==> config.mk <==
export PLATFORM = sky130hd
export DESIGN_NAME = regfile_write_arbiter
export DESIGN_NICKNAME = d
export VERILOG_FILES = /design/src/rtl/regfile_write_arbiter.sv
export SDC_FILE = /design/constraint.sdc
export NUM_CORES = 1
export LEC_CHECK = 0
export CORE_UTILIZATION = 43
export DETAILED_ROUTE_END_ITERATION = 10
export GPL_TIMING_DRIVEN = 0
export PLACE_DENSITY = 0.95
export REMOVE_ABC_BUFFERS = 1
export SETUP_SLACK_MARGIN = 0.15
export SLEW_MARGIN = 5
export SYNTH_ARGS = -nofsm -noshare
export SYNTH_HDL_FRONTEND = slang
export SYNTH_SLANG_ARGS = --single-unit
==> constraint.sdc <==
create_clock -name clk -period 4.34 [get_ports clk]
set_clock_uncertainty 0.15 [all_clocks]
set_input_delay 1.085 -clock clk [delete_from_list [all_inputs] [get_ports clk]]
set_output_delay 1.085 -clock clk [all_outputs]
set_load 0.02 [all_outputs]
==> src/rtl/regfile_write_arbiter.sv <==
// Round-robin arbiter sharing the single write port of the 8x16 register file
// between NREQ writeback sources; all register-file-facing outputs are registered.
module regfile_write_arbiter #(
    parameter int NREQ  = 4,
    parameter int PTR_W = 2
) (
    input  logic                 clk,
    input  logic                 reset,
    input  logic                 hold,
    input  logic [NREQ-1:0]      req,
    input  logic [3*NREQ-1:0]    req_addr,
    input  logic [16*NREQ-1:0]   req_data,
    output logic [NREQ-1:0]      gnt,
    output logic                 rf_write_n,
    output logic [2:0]           rf_addr,
    output logic [15:0]          rf_data,
    output logic [7:0]           pending,
    output logic [15:0]          grant_count
);

    logic [NREQ-1:0]  gnt_q,  gnt_d;
    logic             wr_n_q, wr_n_d;
    logic [2:0]       addr_q, addr_d;
    logic [15:0]      data_q, data_d;
    logic [PTR_W-1:0] ptr_q,  ptr_d;
    logic [15:0]      cnt_q,  cnt_d;

    logic [NREQ-1:0]  eligible;
    logic [2:0]       addr_arr [NREQ];
    logic [15:0]      data_arr [NREQ];
    logic [7:0]       dec_arr  [NREQ];
    logic             found;
    logic [PTR_W-1:0] win;

    // A requester whose grant is currently high sits out one arbitration round.
    assign eligible = req & ~gnt_q;

    genvar gi;
    generate
        for (gi = 0; gi < NREQ; gi++) begin : g_slice
            assign addr_arr[gi] = req_addr[3*gi +: 3];
            assign data_arr[gi] = req_data[16*gi +: 16];
            assign dec_arr[gi]  = eligible[gi] ? (8'b1 << addr_arr[gi]) : 8'b0;
        end
    endgenerate

    always_comb begin
        pending = 8'b0;
        for (int i = 0; i < NREQ; i++) begin
            pending = pending | dec_arr[i];
        end
    end

    // Rotating priority search starting at ptr_q, wrapping at NREQ.
    always_comb begin
        int idx;
        found = 1'b0;
        win   = '0;
        idx   = 0;
        for (int k = 0; k < NREQ; k++) begin
            idx = int'(ptr_q) + k;
            if (idx >= NREQ) begin
                idx = idx - NREQ;
            end
            if (!found && eligible[idx]) begin
                found = 1'b1;
                win   = PTR_W'(idx);
            end
        end
    end

    always_comb begin
        gnt_d  = '0;
        wr_n_d = 1'b1;
        addr_d = addr_q;
        data_d = data_q;
        ptr_d  = ptr_q;
        cnt_d  = cnt_q;
        if (!hold && found) begin
            gnt_d  = NREQ'(1) << win;
            wr_n_d = 1'b0;
            addr_d = addr_arr[win];
            data_d = data_arr[win];
            ptr_d  = (int'(win) == NREQ - 1) ? '0 : win + PTR_W'(1);
            cnt_d  = cnt_q + 16'd1;
        end
    end

    always_ff @(posedge clk) begin
        if (reset) begin
            gnt_q  <= '0;
            wr_n_q <= 1'b1;
            addr_q <= 3'd0;
            data_q <= 16'd0;
            ptr_q  <= '0;
            cnt_q  <= 16'd0;
        end else begin
            gnt_q  <= gnt_d;
            wr_n_q <= wr_n_d;
            addr_q <= addr_d;
            data_q <= data_d;
            ptr_q  <= ptr_d;
            cnt_q  <= cnt_d;
        end
    end

    assign gnt         = gnt_q;
    assign rf_write_n  = wr_n_q;
    assign rf_addr     = addr_q;
    assign rf_data     = data_q;
    assign grant_count = cnt_q;

endmodule

==> results.tsv <==
stage	metric	value	unit
outcome	status	completed	
synth	synth_xor_area_frac	0.0455	
timing	hold_violations	0	
power_and_ir_drop	p_leak	1.58	nW
critical_path	worstSetupPathType	primary input to primary output	
synth	synth_top_family_by_area	simple AND/OR/NAND/NOR gates	
run	cap_viol_max_count	0	
clocking	clkSlewWorstSetupHoldPaths	0.08	ns
floorplanning	row_count	27	
routing	routed_wl	7.02	mm
clocking	cts_resized	2	
floorplanning	ios	131	
timing	drv_slew	0	
clocking	clockBufferDepth	2	
floorplanning	initial_core_util	0.449	
power_and_ir_drop	pwr_density_cell	296	nW/um^2
routing	via_per_inst	5.46	
routing	drc_errors	0	
critical_path	critPathArrivalTime	2.88	ns
timing	finalCritPeriodShare	0.947	
placed_design	place_hpwl	5.42	mm
layout	syn2layout_area_growth	56.1	%
synth	synth_area	2500	sq um
synth	synth-edff-count	0	
synth	synth-main-ff-cell	dfxtp_1	
synth	ys_async_sr_fraction	0	
layout	fin_cells	459	
floorplanning	coreArea	5570	sq um
critical_path	end_kind	primary output	
floorplanning	fp.dieArea	6130	sq um
layout	drive_above_1_share	0.0724	
min_path	whs_path_depth	2	
critical_path	crit_path_max_fanout	4	
clocking	hold_buffers	0	
power_and_ir_drop	pwr-share-comb	0.389	
synth	syn-mean-instance-area	9.51	sq um
power_and_ir_drop	ir_drop	0.212	mV
critical_path	cp.required	3.11	ns
timing	rsz0062_at_grt	false	
synth	synthMuxAreaShare	0.160	
placed_design	dp_cells	451	
min_path	hp-class	flip-flop to flip-flop	
clocking	htreeDepth	2	
timing	setup_viol_count_final	0	
clocking	cts_root_buf	clkbuf_8	
placed_design	place.port_buffers	130	
grt	gr-total-overflow	0	
layout	nets	471	
grt	grt_pass1_vias	2420	
timing	max_freq	0.243	GHz
clocking	cts_buffers	5	
power_and_ir_drop	clkPwrFrac	0.226	
grt	grt.total_usage	0.226	
synth	synth-seq-cells	42	
layout	final_core_util	0.701	
synth	synthAdderAreaFrac	0.0100	
layout	insertedDiodeCount	0	
critical_path	reg2reg_depth	5	
synth	netlist_instances	263	
placed_design	gp_congestion	0.806	
clocking	clkSinkCount	42	
synth	synthSimpleGateAreaFrac	0.220	
synth	ys_warn_count	0	
clocking	post-cts-setup-buffers	0	
routing	final_antenna_net_count	0	
clocking	clk_latency	0.29	ns
routing	first_pass_iters	4	
power_and_ir_drop	p_int	0.786	mW
clocking	cts_tree	built	
floorplanning	die_h	78.3	um
grt	grt_max_degree	24	
grt	antenna_found_initial	0	
floorplanning	die_x	78.3	um
timing	finalSetupTns	0	ns
synth	synth_compound_gate_area_share	0.182	
timing	worstMarginPinSlew	1.02	ns
routing	wire_per_inst	15.3	um
routing	drt_iter0_drc	118	
power_and_ir_drop	switchingPower	0.371	mW
grt	grt_pass1_wl	11.1	mm
power_and_ir_drop	pwr-share-seq	0.385	
timing	period_needed	4.11	ns
synth	synthDistinctLibCells	41	
critical_path	start_kind	primary input	
timing	slew_headroom	0.322	
synth	synth.yosys.seq_area_share	0.336	
routing	vias	2507	
power_and_ir_drop	power_switching_share	0.321	
## logic make-up after synthesis
logic type,after synthesis
flops,42
fa+ha+maj,2
simple gates,102
compound gates,47
xor+xnor,13
mux,40
buf+inv,17
## synth_stat cells (4+ instances only)
| master | count | area share |
|---|---|---|
| nand4_1 | 9 | 0.022 |
| nor2_1 | 24 | 0.036 |
| buf_2 | 9 | 0.018 |
| nand2_1 | 26 | 0.039 |
| and3_1 | 4 | 0.010 |
| nor2b_1 | 6 | 0.015 |
| o221ai_2 | 8 | 0.048 |
| mux2i_1 | 40 | 0.16 |
| o221ai_1 | 17 | 0.059 |
| nand2b_1 | 11 | 0.028 |
| or3_1 | 4 | 0.010 |
| dfxtp_1 | 42 | 0.34 |
| xor2_1 | 12 | 0.042 |
| nand3_1 | 4 | 0.0080 |
## placed cells by master, fill, tap and decap left out, drive strengths merged
master | synthesis | routed
clkdlybuf4s50 | 0 | 126
dfxtp | 42 | 42
mux2i | 40 | 40
nand2 | 26 | 26
nor2 | 25 | 25
o221ai | 25 | 25
nand2b | 13 | 13
xor2 | 12 | 12
nand4 | 9 | 9
nor2b | 7 | 7
clkbuf | 2 | 6
or3 | 4 | 4
and3 | 4 | 4
nand3 | 4 | 4
o21ai | 3 | 3
a32oi | 3 | 3
a22oi | 3 | 3
and4 | 3 | 3
a21oi | 3 | 3
and2b | 2 | 2
inv | 2 | 2
and2 | 2 | 2
o311ai | 2 | 2
a31oi | 2 | 2
ha | 2 | 2
dlygate4sd2 | 0 | 2
dlymetal6s2s | 0 | 2
a211oi | 2 | 2
o221a | 1 | 1
nor3b | 1 | 1
o22ai | 1 | 1
o22a | 1 | 1
a41oi | 1 | 1
or3b | 1 | 1
nand3b | 1 | 1
xnor2 | 1 | 1
clkinvlp | 0 | 1
clkinv | 0 | 1
buf | 13 | 1
## through the flow
step,hold WS [ns],power (mW),cell area (sq um),setup WS [ns]
5_1_grt,0.340,1.22,3910,0.154
3_3_place_gp,0.295,0.891,3780,0.0782
4_1_cts,0.322,1.17,3900,0.199
6_report,0.319,1.16,3910,0.230
3_5_place_dp,0.299,0.905,3800,0.0582
2_1_floorplan,0.324,0.698,2390,0.888
## area by class of cell
type | instances | area, sq um
inverter | 2 | 7.51
multi-input combinational | 204 | 1550
clock buffer | 6 | 82.6
fill | 446 | 1670
sequential | 42 | 841
timing repair buffer | 131 | 1320
tap | 72 | 90.1
clock inverter | 2 | 12.5
## per-layer routing
layer,part of all wire,track usage
met5,0,0
met2,0.51,0.429
met1,0.41,0.247
met4,0.021,0.0796
met3,0.056,0.0442
## power groups by stage
stage                     combinational [mW]  clock, mW  sequential (mW)
final                                  0.450      0.262            0.445
after global routing                   0.477      0.289            0.449
after CTS                              0.453      0.270            0.445
after detailed placement               0.452          0            0.453
after global placement                 0.440          0            0.451
after floorplan                        0.207          0            0.491
## flip-flops by register name, summed over array words and instances (netlist names)
name / flops
ptr_q: 2
grant_count: 16
rf_write_n: 1
gnt: 4
rf_addr: 3
rf_data: 16
## critical path: stages
cell             delay (ns)
clkdlybuf4s50_1        0.53
nor2b_1                0.23
and2_1                 0.23
a32oi_1                0.07
o221ai_1               0.09
clkdlybuf4s50_1        0.64
## final timing paths
path                 end  slack [ns]        from
max           pending[6]        0.23      req[2]
min           rf_data[6]        0.32  rf_data[6]
min reg2reg   rf_data[6]        0.32  rf_data[6]
max reg2reg  rf_data[15]        1.43      gnt[3]
(Power assumes the default switching activity.)
